File: config.mk
export PLATFORM = sky130hd
export DESIGN_NAME = mdu_div
export DESIGN_NICKNAME = d
export VERILOG_FILES = /design/src/rtl/mdu_pkg.sv /design/src/rtl/mdu_div.sv
export SDC_FILE = /design/constraint.sdc
export NUM_CORES = 1
export LEC_CHECK = 0
export BUFFER_PORTS_ARGS = -buffer_cell sky130_fd_sc_hd__clkbuf_2
export CORE_ASPECT_RATIO = 0.75
export CORE_MARGIN = 5
export CORE_UTILIZATION = 64
export CTS_BUF_LIST = sky130_fd_sc_hd__clkbuf_4 sky130_fd_sc_hd__clkbuf_8
export DETAILED_ROUTE_END_ITERATION = 7
export PLACE_DENSITY = 0.85
export SLEW_MARGIN = 15
export SYNTH_ARGS = -nofsm -noshare
export SYNTH_HDL_FRONTEND = slang
export SYNTH_SLANG_ARGS = --single-unit
export TNS_END_PERCENT = 30
File: constraint.sdc
create_clock -name clk -period 4.5 [get_ports clk]
set_clock_uncertainty 0.1 [all_clocks]
set_input_delay 0.225 -clock clk [delete_from_list [all_inputs] [get_ports clk]]
set_output_delay 0.225 -clock clk [all_outputs]
set_load 0.03 [all_outputs]
File: src/rtl/mdu_pkg.sv
// Shared types and helpers for the multiply/divide unit.
// The negate/abs helpers are written once here so the multiplier can reuse them.
package mdu_pkg;

  localparam int DIV_WIDTH = 32;
  localparam logic [DIV_WIDTH-1:0] DIV_ZERO_QUOTIENT = '1;

  typedef enum logic [1:0] {
    IDLE,
    CALC,
    FIX
  } div_state_t;

  function automatic logic [DIV_WIDTH-1:0] twos_negate(input logic [DIV_WIDTH-1:0] x);
    return ~x + DIV_WIDTH'(1);
  endfunction

  function automatic logic [DIV_WIDTH-1:0] abs_val(input logic [DIV_WIDTH-1:0] x,
                                                   input logic              is_signed);
    return (is_signed && x[DIV_WIDTH-1]) ? twos_negate(x) : x;
  endfunction

endpackage

File: src/rtl/mdu_div.sv
// Iterative restoring divider for DIV/DIVU: one quotient bit per cycle on magnitudes,
// then a sign fix. Quotient feeds LO, remainder feeds HI.
module mdu_div
  import mdu_pkg::*;
#(
  parameter int WIDTH = DIV_WIDTH
) (
  input  logic             clk,
  input  logic             rst_n,
  input  logic             start,
  input  logic             is_signed,
  input  logic [WIDTH-1:0] dividend,
  input  logic [WIDTH-1:0] divisor,
  output logic             busy,
  output logic             done,
  output logic [WIDTH-1:0] quotient,
  output logic [WIDTH-1:0] remainder,
  output logic             div_by_zero
);

  localparam int CW = $clog2(WIDTH) + 1;

  div_state_t state, state_next;

  logic [CW-1:0]    cnt;
  logic [WIDTH-1:0] part_rem;
  logic [WIDTH-1:0] dvd;        // dividend magnitude, shifts out as quotient bits shift in
  logic [WIDTH-1:0] dsr;
  logic             dvd_neg;
  logic             quo_neg;
  logic             dsr_zero;

  logic [WIDTH:0]   shifted;
  logic [WIDTH:0]   trial;
  logic             last_iter;
  logic [WIDTH-1:0] fix_quo;
  logic [WIDTH-1:0] fix_rem;

  assign shifted   = {part_rem, dvd[WIDTH-1]};
  assign trial     = shifted - {1'b0, dsr};
  assign last_iter = (cnt == CW'(WIDTH));

  // With a zero divisor the remainder magnitude equals |dividend|, so the normal
  // remainder sign fix recovers the raw dividend; only the quotient needs overriding.
  assign fix_quo = dsr_zero ? DIV_ZERO_QUOTIENT : (quo_neg ? twos_negate(dvd) : dvd);
  assign fix_rem = dvd_neg ? twos_negate(part_rem) : part_rem;

  // NOTE: sequential state uses non-blocking (<=) so every register samples pre-edge values.
  always_ff @(posedge clk) begin
    if (!rst_n) state <= IDLE;
    else        state <= state_next;
  end

  // NOTE: every signal driven here gets a default first, so no path can infer a latch.
  always_comb begin
    state_next = state;
    busy       = 1'b0;
    done       = 1'b0;
    unique case (state)
      IDLE: if (start) state_next = CALC;
      CALC: begin
        busy = 1'b1;
        if (last_iter) state_next = FIX;
      end
      FIX: begin
        done       = 1'b1;
        state_next = IDLE;
      end
      default: state_next = IDLE;
    endcase
  end

  always_ff @(posedge clk) begin
    if (!rst_n) begin
      cnt         <= '0;
      part_rem    <= '0;
      dvd         <= '0;
      dsr         <= '0;
      dvd_neg     <= 1'b0;
      quo_neg     <= 1'b0;
      dsr_zero    <= 1'b0;
      quotient    <= '0;
      remainder   <= '0;
      div_by_zero <= 1'b0;
    end else begin
      unique case (state)
        IDLE: begin
          if (start) begin
            dvd      <= abs_val(dividend, is_signed);
            dsr      <= abs_val(divisor, is_signed);
            dvd_neg  <= is_signed & dividend[WIDTH-1];
            quo_neg  <= is_signed & (dividend[WIDTH-1] ^ divisor[WIDTH-1]);
            dsr_zero <= (divisor == '0);
            part_rem <= '0;
            cnt      <= '0;
          end
        end
        CALC: begin
          if (!last_iter) begin
            cnt <= cnt + CW'(1);
            if (!trial[WIDTH]) begin
              part_rem <= trial[WIDTH-1:0];
              dvd      <= {dvd[WIDTH-2:0], 1'b1};
            end else begin
              part_rem <= shifted[WIDTH-1:0];
              dvd      <= {dvd[WIDTH-2:0], 1'b0};
            end
          end else begin
            quotient    <= fix_quo;
            remainder   <= fix_rem;
            div_by_zero <= dsr_zero;
          end
        end
        default: ;
      endcase
    end
  end

endmodule

# Word-level counts from Yosys, hierarchy flattened
# Index checks and enable logic that the tools add are counted.
[totals]
register_bits = 172
elab_cells = 60
in_bits = 68
output_inout_bits = 67
[classes]
add_sub_neg = 6
n_reduce_logical = 9
n_bitwise = 7
muxes = 21
n_eq_ne = 6
[op_table]
columns = ["cell", "n"]
rows = [
  ["$mux W32", 10],
  ["$add A32 B1 Y32 const B", 4],
  ["$not A32 Y32", 4],
  ["$pmux W32 S2", 2],
  ["$sub A33 B32 Y33", 1],
  ["$logic_not A32 Y1", 1],
  ["$mux W6", 2],
  ["$pmux W6 S2", 1],
  ["$add A6 B1 Y6 const B", 1],
  ["$eq A6 B6 Y1 const B", 1],
  ["$ne A2 B2 Y1 const B", 3],
  ["$reduce_and A2 Y1", 3],
  ["$mux W2", 2],
  ["$pmux W2 S2", 1],
  ["$mux W1", 3],
  ["$reduce_and A3 Y1", 1],
  ["$and A1 B1 Y1", 2],
  ["$eq A2 B1 Y1 const B", 1],
  ["$eq A2 B2 Y1 const B", 1],
  ["$logic_and A1 B1 Y1", 2],
  ["$logic_not A2 Y1", 1],
  ["$reduce_bool A2 Y1", 1],
  ["$xor A1 B1 Y1", 1],
]

# Longest topological paths before layout
# Gate-level depths: netlist of run 1.
[depth]
word_depth = 5
depth_mapped = 14
depth_no_buf = 12

# Least setup slack after synthesis of run 1
# OpenSTA, ideal clock, no wires.
[synth_path]
kind = "register to register"
start = "register part_rem[6]"
end = "register part_rem[31]"
setup_ps = 122
setup_slack_ps = 1542
required_time_ps = 4278
stages_incl_launch_ff = 13
t_arrival_ps = 2736
period_less_slack_ps = 2958
n_path_buf = 2
cell_sequence = "dfxtp_1 ha_1 nand3_1 or4_4 a211oi_2 o31a_1 o211ai_1 and3_4 or2_1 buf_6 buf_6 a32oi_1 o21ai_1"
[synth_between]
elab_chain_cells = 4
[synth_rtl]
columns = ["item", "line", "text"]
rows = [
  ["start, declared", "mdu_div.sv:26", "logic [WIDTH-1:0] part_rem;"],
  ["start signal, assigned", "mdu_div.sv:102", "part_rem <= trial[WIDTH-1:0];"],
  ["start signal, assigned", "mdu_div.sv:105", "part_rem <= shifted[WIDTH-1:0];"],
  ["$sub A33 B32 Y33", "mdu_div.sv:40", "assign trial = shifted - {1'b0, dsr};"],
  ["$mux W32", "mdu_div.sv:101", "if (!trial[WIDTH]) begin"],
  ["$mux W32", "mdu_div.sv:99", "if (!last_iter) begin"],
  ["$pmux W32 S2", "mdu_div.sv:86", "unique case (state)"],
]
# Every way passes these cells. The select of a mux whose other input is x is not followed.
# A chain may end at the register's enable or synchronous reset.

# Final worst setup path of run 1
[layout_path]
start = "register dvd[31]"
end = "register part_rem[10]"
[layout_between]
elab_chain_cells = 4
[layout_rtl]
columns = ["item", "line", "text"]
rows = [
  ["start, declared", "mdu_div.sv:27", "logic [WIDTH-1:0] dvd;"],
  ["start signal, assigned", "mdu_div.sv:89", "dvd <= abs_val(dividend, is_signed);"],
  ["start signal, assigned", "mdu_div.sv:103", "dvd <= {dvd[WIDTH-2:0], 1'b1};"],
  ["start signal, assigned", "mdu_div.sv:106", "dvd <= {dvd[WIDTH-2:0], 1'b0};"],
  ["$sub A33 B32 Y33", "mdu_div.sv:40", ""],
  ["$mux W32", "mdu_div.sv:101", ""],
  ["$mux W32", "mdu_div.sv:99", ""],
  ["$pmux W32 S2", "mdu_div.sv:86", ""],
]
# Every way passes these cells. The select of a mux whose other input is x is not followed.

==> results of run 1 <==
[through the flow]
| stage | instance area, um^2 | std cells | total power [W] |
|---|---|---|---|
| after floorplan | 10800 | 1374 | 0.00245 |
| after global placement | 11500 | 1647 | 0.00269 |
| after detailed placement | 11500 | 1647 | 0.00271 |
| after CTS | 12100 | 1697 | 0.00378 |
| after global routing | 12100 | 1697 | 0.00398 |
| final | 12100 | 1697 | 0.00380 |
[cell families after synthesis]
logic type	Yosys count
AO/OA/AOI/OAI	438
adder cells (fa/ha/maj)	39
multiplexers	18
XOR/XNOR	141
flip-flops	172
AND/OR/NAND/NOR	424
buffers and inverters	142
[per-layer routing]
metal	vias to the layer above	share of wire, %
met5	-	0
met3	32	13
met4	0	1.1
met1	4728	49
li1	5151	-
met2	504	37
[cell usage after synthesis (7+ instances only)]
library cell / instances / area (um^2)
or3_1: 17 / 106
nor3_1: 16 / 80.1
xor2_1: 97 / 850
o21ai_0: 103 / 515
nand4_1: 7 / 43.8
nor2_1: 151 / 567
o41ai_1: 17 / 149
nor4_1: 16 / 100
a21oi_1: 97 / 485
a311oi_1: 11 / 96.3
a22o_1: 7 / 61.3
inv_1: 54 / 203
mux2i_1: 18 / 180
ha_1: 38 / 475
o22ai_1: 7 / 43.8
o21ai_1: 16 / 80.1
nand3_1: 16 / 80.1
o211ai_1: 14 / 105
nor2b_1: 11 / 68.8
o31ai_1: 22 / 165
xnor2_1: 44 / 385
dfxtp_1: 172 / 3440
nand2_1: 131 / 492
a21boi_0: 9 / 67.6
o211a_1: 10 / 100
or4_1: 13 / 97.6
nand2b_1: 9 / 56.3
a21o_1: 17 / 128
a211oi_1: 66 / 495
clkbuf_1: 79 / 297
[path summary, 6_finish.rpt]
kind | start | slack, ns | cells past startpoint | to
hold / removal | divisor[30] | 0.03 | 3 | dsr[30]$_SDFFE_PN0P_
setup reg to reg | dvd[31]$_SDFFE_PN0P_ | 0.58 | 12 | part_rem[10]$_SDFFE_PN0P_
hold reg to reg | dsr[15]$_SDFFE_PN0P_ | 0.37 | 2 | dsr[15]$_SDFFE_PN0P_
setup / recovery | dvd[31]$_SDFFE_PN0P_ | 0.58 | 12 | part_rem[10]$_SDFFE_PN0P_
[final cells by class]
cell class / count / area [um^2]
inverter: 55 / 206
sequential: 172 / 3440
multi-input combinational: 1060 / 6840
fill: 1371 / 4630
clock inverter: 11 / 109
clock buffer: 20 / 275
tap: 215 / 269
timing repair buffer: 164 / 956
[state kept, by name, indices dropped and copies added, names as in the netlist]
| register | count |
|---|---|
| quo_neg | 1 |
| remainder | 32 |
| dsr_zero | 1 |
| div_by_zero | 1 |
| quotient | 32 |
| state | 2 |
| dsr | 32 |
| dvd | 32 |
| part_rem | 32 |
| dvd_neg | 1 |
| cnt | 6 |
[power groups by stage]
stage | Clock [W] | Combinational, W | Sequential (W)
4_1_cts | 0.00109 | 0.00100 | 0.00169
3_5_place_dp | 0 | 0.000984 | 0.00173
3_3_place_gp | 0 | 0.000969 | 0.00172
5_1_grt | 0.00115 | 0.00113 | 0.00171
6_report | 0.00107 | 0.00103 | 0.00170
2_1_floorplan | 0 | 0.000771 | 0.00168
[worst max-delay path: cells and delay by family, from the launching register on]
kind            cells  cell delay [ns]
simple gates        2             0.77
compound gates      7             1.86
buf+inv             1             0.08
flops               1             0.37
fa+ha+maj           2             0.65
==> metrics.txt, run 1 <==
status completed; Simple-Gate Fraction of Synth Area 18.7%; routed vias 10.4k; Setup crit end kind flop; Die H 123 um; fraction of layout instances using a drive strength above 1 14.2%; CP Max Fanout 16; share of power burned in registers 44.8%; Vias/cell 6.14; cts hold-fix bufs 19; synthesized cell area 10800 um^2; crit path DAT 4.20 ns; Post-Synth XOR/XNOR Area 11.4%; Tightest Pin Transition 1.16 ns; root buf cell clkbuf_8; EDFF count, synth 0; Worst IR Drop VDD 0.000145 V; Worst-path clk slew 0.09 ns; commonest non-fill, non-tap cell in the layout dfxtp_1; hpwl dp 22.3 mm; Die ar. 19600 um^2; total gr overflow 0; die width 160 um; worst-path cell chain inv_1 > ha_1 > fa_1 > nor2b_1 > o211ai_1 > a211oi_2 > o31a_1 > o211ai_1 > a21oi_1 > or2_1 > o31ai_1 > a22o_1; total iterations of the first detailed-routing run 6; vias in the first global route 9043; CTS resizes 0; ANT nets after route 0; drt wl/cell 17.5 um; mux share of post-synthesis cell area 1.67%; critical path class reg -> reg; Inserted Clock Buffers 17; post-synth net total 1481; Hold Vio Cnt, Final 0; met2 GRT Util 37.8%; first-pass GRT wire length 47.9 mm; required time of the critical path 4.78 ns; sequential area share after synthesis 31.8%; switching share of total power 34.6%; synth warn 0; endpoints failing setup 0; RSZ-0062 raised after global routing no; Comb power frac 27.0%; Gate Count Post-Synth 1374; # diodes 0; worst skew pair latency 0.49 ns; RePlAce Congestion 0.957; commonest non-fill, non-tap cells in the layout dfxtp_1 (172), nor2_1 (148), clkbuf_2 (134); Top cell by count, worst path o211ai_1; H-tree depth 4; HP Class in -> reg; Power Density 314 nW/um^2; NetSw 0.00132 W; busiest grt layer met1; max-cap check violation count 0; total setup buffers inserted after CTS 0; Initial Util 64.7%; Int Pwr 0.00249 W; fin crit period 3.92 ns; synthesized flop and latch total 172; share of power burned in the clock network 28.2%; Setup WS post-layout 0.583 ns; row cnt 41; final hold slack 0.0326 ns; largest family of logic cells by synthesized area compound AO/OA/AOI/OAI gates; worst slack, placed 0.684 ns; final WL 29.8 mm; pin count of the biggest net entering global routing 66; Adder-Cell Fraction of Synth Area 4.58%; Fmax achieved 255 MHz; fin crit share 87.0%; Total Negative Setup Slacks 0 ns; syn_area_per_cell 7.87 um^2; startpoint class of the critical path flop; grt met3 use 9.57%; clk sink count 172; CP peak stage delay 0.67 ns; max-slew violation count 0; drt drc 0; CP max stage cell a21oi_1; Worst slew margin 22.8%; antenna violations before repair 0; CTS tree yes; Yosys cell types 67; # IOs 135; Util after Layout 72.3%; area grow syn2layout 11.8%; Buffers on Ports 134; GR Layer Usage met1 48.5%; total track usage 30.1%; final net count 1577; CTS max path bufs 2; async set or reset register ratio after synthesis 0%; Most used DFF post-synth dfxtp_1; first-iteration detailed-routing DRC count 1284; post-synthesis compound-gate area fraction 26.7%; CORE AREA 16700 um^2; Lkg Pwr 4.95 nW
No activity file was read; power rests on OpenSTA's default activity.
==> inputs of run 2 (changes only) <==
--- a/config.mk
+++ b/config.mk
@@ -6,12 +6,14 @@
 export NUM_CORES = 1
 export LEC_CHECK = 0
 export BUFFER_PORTS_ARGS = -buffer_cell sky130_fd_sc_hd__clkbuf_2
+export CELL_PAD_IN_SITES_DETAIL_PLACEMENT = 0
+export CELL_PAD_IN_SITES_GLOBAL_PLACEMENT = 1
 export CORE_ASPECT_RATIO = 0.75
 export CORE_MARGIN = 5
-export CORE_UTILIZATION = 64
+export CORE_UTILIZATION = 45
 export CTS_BUF_LIST = sky130_fd_sc_hd__clkbuf_4 sky130_fd_sc_hd__clkbuf_8
 export DETAILED_ROUTE_END_ITERATION = 7
-export PLACE_DENSITY = 0.85
+export PLACE_DENSITY = 0.81
 export SLEW_MARGIN = 15
 export SYNTH_ARGS = -nofsm -noshare
 export SYNTH_HDL_FRONTEND = slang
==> constraint.sdc (replaced) <==
create_clock -name clk -period 4.2 [get_ports clk]
set_clock_uncertainty 0.1 [all_clocks]
set_input_delay 0.21 -clock clk [delete_from_list [all_inputs] [get_ports clk]]
set_output_delay 0.21 -clock clk [all_outputs]
set_load 0.03 [all_outputs]
==> metrics.txt, run 2 (same netlist as run 1, synthesis figures left out) <==
Power Density 350 nW/um^2 (was 314 nW/um^2); Worst-path clk slew 0.09 ns (about the same); Inserted Clock Buffers 17 (unchanged); WHS Path Cells 3 (unchanged); total track usage 23.3% (was 30.1%); CTS resizes 0 (unchanged); fin crit share 85.8% (was 87.0%); row cnt 49 (was 41); GR Layer Usage met1 41.6% (was 48.5%); Worst slew margin 45.8% (was 22.8%); max-slew violation count 0 (unchanged); CP Max Fanout 16 (unchanged); Reg2Reg Launch Point part_rem[6]$_SDFFE_PN0P_ (was dvd[31]$_SDFFE_PN0P_); DP Area 11700 um^2 (was 11500 um^2); Tightest Pin Transition 0.812 ns (was 1.16 ns); Design Power 0.00430 W (was 0.00380 W); worst setup path start part_rem[6]$_SDFFE_PN0P_ (was dvd[31]$_SDFFE_PN0P_); total iterations of the first detailed-routing run 5 (was 6); r2r setup slk 0.60 ns (was 0.58 ns); Setup crit end kind flop (unchanged); Worst IR Drop VDD 0.000217 V (was 0.000145 V); end point of the critical path part_rem[10]$_SDFFE_PN0P_ (unchanged); root buf cell clkbuf_8 (unchanged); busiest grt layer met1 (unchanged); FF-to-FF End part_rem[10]$_SDFFE_PN0P_ (unchanged); Worst Reg-to-Reg Cells 10 (was 12); Layout Cells excl Fill 1792 (was 1697); # IOs 135 (unchanged); Vias/cell 5.70 (was 6.14); fin crit period 3.60 ns (was 3.92 ns); grt met3 use 4.58% (was 9.57%); CORE AREA 23800 um^2 (was 16700 um^2); Die ar. 27300 um^2 (was 19600 um^2); vias in the first global route 8958 (was 9043); H-tree depth 4 (unchanged); commonest non-fill, non-tap cells in the layout dfxtp_1 (170), nor2_1 (148), clkbuf_2 (134) (was dfxtp_1 (172), nor2_1 (148), clkbuf_2 (134)); # diodes 0 (unchanged); commonest non-fill, non-tap cell in the layout dfxtp_1 (unchanged); clk sink count 172 (unchanged); ANT nets after route 0 (unchanged); FILL cells 2419 (was 1371); Fmax achieved 277 MHz (was 255 MHz); status completed (unchanged); fin area 12300 um^2 (was 12100 um^2); final WL 32.0 mm (was 29.8 mm); RSZ-0062 raised after global routing no (unchanged); CTS max path bufs 2 (unchanged); met2 GRT Util 27.0% (was 37.8%); area grow syn2layout 13.6% (was 11.8%); total gr overflow 0 (unchanged); Total Negative Setup Slacks 0 ns (unchanged); CTS tree yes (unchanged); hpwl dp 24.6 mm (was 22.3 mm); die width 189 um (was 160 um); HP Class in -> reg (unchanged); antenna violations before repair 0 (unchanged); Initial Util 45.4% (was 64.7%); Buffers on Ports 134 (unchanged); worst skew pair latency 0.46 ns (was 0.49 ns); fraction of layout instances using a drive strength above 1 15.1% (was 14.2%); startpoint class of the critical path flop (unchanged); routed vias 10.2k (was 10.4k); Hold Vio Cnt, Final 0 (unchanged); drt drc 0 (unchanged); pin count of the biggest net entering global routing 62 (was 66); endpoints failing setup 0 (unchanged); required time of the critical path 4.45 ns (was 4.78 ns); max-cap check violation count 0 (unchanged); drt wl/cell 17.8 um (was 17.5 um); critical path class reg -> reg (unchanged); crit path DAT 3.86 ns (was 4.20 ns); Die H 144 um (was 123 um); total setup buffers inserted after CTS 0 (unchanged); first-iteration detailed-routing DRC count 993 (was 1284); first-pass GRT wire length 51.1 mm (was 47.9 mm); final net count 1580 (was 1577); RePlAce Congestion 0.932 (was 0.957); cts hold-fix bufs 11 (was 19); placed cells 1749 (was 1647); Lkg Pwr 5.02 nW (was 4.95 nW)
run 2: layer usage:
layer | vias to the layer above | wire (um)
li1 | 5152 | -
met1 | 4687 | 18100
met2 | 371 | 10800
met3 | 13 | 2910
met4 | 0 | 170
met5 | - | 0
run 2: critical path: stages, from the launching register on:
cell and delay [ns]:
dfxtp_1 0.42, ha_1 0.41, nand3_1 0.13, or4_4 0.54
a211oi_2 0.29, o31a_1 0.20, o211ai_1 0.11, a21oi_1 0.43
or2_1 0.52, o31ai_1 0.16, a22o_1 0.19
run 2: how the worst min path moves through the flow:
| stage | startpoint | to |
|---|---|---|
| after floorplan | divisor[0] | dsr[0]$_SDFFE_PN0P_ |
| after global placement | dsr[15]$_SDFFE_PN0P_ | dsr[15]$_SDFFE_PN0P_ |
| after detailed placement | dsr[15]$_SDFFE_PN0P_ | dsr[15]$_SDFFE_PN0P_ |
| after CTS | is_signed | quo_neg$_SDFFE_PN0P_ |
| after global routing | is_signed | quo_neg$_SDFFE_PN0P_ |
| final | is_signed | quo_neg$_SDFFE_PN0P_ |
run 2: cell type report:
type	instances	area (um^2)	area share, %
multi-input combinational	1060	6840	55.7
timing repair buffer	167	946	7.70
tap	306	383	3.12
inverter	55	206	1.68
clock inverter	13	205	1.67
clock buffer	19	262	2.13
sequential	172	3450	28.1
run 2: report_power, final:
part           switching, W  internal [W]
Clock              0.000673      0.000698
Combinational      0.000668      0.000441
Sequential         0.000120       0.00170
Total               0.00146       0.00284
run 2: metrics by stage:
step	hold slack (ns)	setup WS (ns)	util, %
final	0.0283	0.596	51.5
after global routing	0.0115	0.377	51.5
after CTS	0.00782	0.649	51.5
after detailed placement	0.350	0.677	49.1
after global placement	0.343	0.730	49.1
after floorplan	0.246	1.24	-
==> inputs of run 3 (changes only) <==
==> constraint.sdc (replaced) <==
create_clock -name clk -period 4.2 [get_ports clk]
set_clock_uncertainty 0.1 [all_clocks]
set_input_delay 0 -clock clk [delete_from_list [all_inputs] [get_ports clk]]
set_output_delay 0 -clock clk [all_outputs]
set_load 0.03 [all_outputs]
==> metrics.txt, run 3 (same netlist as run 1, synthesis figures left out) <==
HP Class in -> reg (unchanged); CP Max Fanout 16 (unchanged); first-pass GRT wire length 51.8 mm (was 51.1 mm); first-iteration detailed-routing DRC count 843 (was 993); # IOs 135 (unchanged); Power Density 335 nW/um^2 (was 350 nW/um^2); CTS tree yes (unchanged); pin count of the biggest net entering global routing 62 (unchanged); vias in the first global route 9218 (was 8958); Worst-path clk slew 0.09 ns (about the same); Comb power frac 26.9% (was 25.8%); Hold Vio Cnt, Final 0 (unchanged); Initial Util 45.4% (unchanged); FF/Latch Area 3440 um^2 (was 3450 um^2); Lkg Pwr 5.32 nW (was 5.02 nW); Setup crit end kind flop (unchanged); max-cap check violation count 0 (unchanged); share of power burned in the clock network 31.3% (was 31.9%); Worst slew margin 24.0% (was 45.8%); # diodes 0 (unchanged); routed vias 10.4k (was 10.2k); share of power burned in registers 41.8% (was 42.4%); CP max stage cell or2_1 (was or4_4); RePlAce Congestion 0.928 (was 0.932); WP depth 10 (unchanged); cell family with most CP delay compound AO/OA/AOI/OAI gates (unchanged); DP Area 11700 um^2 (about the same); status completed (unchanged); final net count 1652 (was 1580); worst-path cell chain ha_1 > nand3_1 > or4_4 > a211oi_2 > o31a_1 > o211ai_1 > a21oi_1 > or2_1 > o31ai_1 > a22o_1 (unchanged); commonest non-fill, non-tap cell in the layout dfxtp_1 (unchanged); total track usage 23.5% (was 23.3%); multi-input logic area 6840 um^2 (unchanged); fin area 13000 um^2 (was 12300 um^2); hpwl dp 24.5 mm (was 24.6 mm); fraction of layout instances using a drive strength above 1 14.2% (was 15.1%); max-slew violation count 0 (unchanged); ANT nets after route 0 (unchanged); Die H 144 um (unchanged); crit path DAT 3.91 ns (was 3.86 ns); Buffers on Ports 134 (unchanged); startpoint class of the critical path flop (unchanged); worst slack, placed 0.632 ns (was 0.677 ns); CP peak stage delay 0.55 ns (was 0.54 ns); final WL 32.4 mm (was 32.0 mm); total iterations of the first detailed-routing run 5 (unchanged); required time of the critical path 4.46 ns (was 4.45 ns); final hold slack 0.0464 ns (was 0.0283 ns); CORE AREA 23800 um^2 (unchanged); WHS Path Cells 5 (was 3); H-tree depth 4 (unchanged); die width 189 um (unchanged); FILL cells 2266 (was 2419); Die ar. 27300 um^2 (unchanged); clk sink count 172 (unchanged); switching share of total power 33.8% (was 33.9%); Worst Reg-to-Reg Cells 10 (unchanged); commonest non-fill, non-tap cells in the layout dfxtp_1 (171), nor2_1 (148), clkbuf_2 (134) (was dfxtp_1 (170), nor2_1 (148), clkbuf_2 (134)); Fmax achieved 274 MHz (was 277 MHz); area grow syn2layout 20.2% (was 13.6%); root buf cell clkbuf_8 (unchanged); row cnt 49 (unchanged); Int Pwr 0.00289 W (was 0.00284 W); NetSw 0.00147 W (was 0.00146 W); endpoints failing setup 0 (unchanged); Worst IR Drop VDD 0.000210 V (was 0.000217 V); Tightest Pin Transition 1.14 ns (was 0.812 ns); Total Negative Setup Slacks 0 ns (unchanged); total gr overflow 0 (unchanged); worst skew pair latency 0.47 ns (was 0.46 ns); antenna violations before repair 0 (unchanged); drt drc 0 (unchanged); fin crit period 3.65 ns (was 3.60 ns); fin crit share 86.8% (was 85.8%); critical path class reg -> reg (unchanged); Setup WS post-layout 0.553 ns (was 0.596 ns); Design Power 0.00436 W (was 0.00430 W); RSZ-0062 raised after global routing no (unchanged); Buf/Inv on CP 0 (unchanged); CTS max path bufs 2 (unchanged); CTS resizes 0 (unchanged); Vias/cell 5.60 (was 5.70); drt wl/cell 17.4 um (was 17.8 um); Inserted Clock Buffers 17 (unchanged)
## run 3: cell types whose count changed in the layout (fill, tap and decap cells not counted)
cell,before,now
dfxtp_2,2,1
inv_6,4,2
clkbuf_8,19,18
dfxtp_1,170,171
clkinv_4,2,3
buf_4,22,21
inv_8,1,2
dlygate4sd3_1,11,84
clkbuf_4,0,1
## run 3: path summary, 6_finish.rpt
path	startpoint	endpoint	slack (ns)
worst max-delay path	part_rem[6]$_SDFFE_PN0P_	part_rem[10]$_SDFFE_PN0P_	0.55
worst min-delay path	dividend[22]	dvd[22]$_SDFFE_PN0P_	0.05
worst max register to register	part_rem[6]$_SDFFE_PN0P_	part_rem[10]$_SDFFE_PN0P_	0.55
worst min register to register	dsr[15]$_SDFFE_PN0P_	dsr[15]$_SDFFE_PN0P_	0.37
## run 3: what timing repair did
| item | CTS | global route |
|---|---|---|
| hold endpoints to repair | 90 | 0 |
| setup buffers | 0 | 0 |
| hold buffers | 84 | 0 |
## run 3: layout make-up
type,instances,area share (%)
clock buffer,19,1.96
clock inverter,13,1.60
inverter,55,1.59
multi-input combinational,1060,52.6
sequential,172,26.5
tap,306,2.94
timing repair buffer,239,12.8
## run 3: power groups by stage
stage,clock (W),sequential [W],combinational (W)
after floorplan,0,0.00180,0.000827
after global placement,0,0.00185,0.00108
after detailed placement,0,0.00186,0.00108
after CTS,0.00139,0.00182,0.00116
after global routing,0.00146,0.00183,0.00129
final,0.00136,0.00182,0.00117
## run 3: metal layers
layer / up-vias / GRT usage, % / wire, um
met2: 381 / 28.3 / 11100
met3: 18 / 5.02 / 3050
met5: - / 0 / 0
met4: 0 / 3.68 / 221
met1: 4722 / 40.7 / 18000
li1: 5309 / - / -
## run 3: stage by stage
step / std cells / utilization [%]
final: 1864 / 54.5
after global routing: 1864 / 54.5
after CTS: 1864 / 54.5
after detailed placement: 1748 / 49.0
after global placement: 1748 / 49.0
after floorplan: 1374 / -
## run 3: worst register-to-register path: cells and delay by family (launching register included)
kind,cells,cell delay (ns)
adder cells (fa/ha/maj),1,0.41
AND/OR/NAND/NOR,3,1.23
flip-flops,1,0.41
AO/OA/AOI/OAI,6,1.40
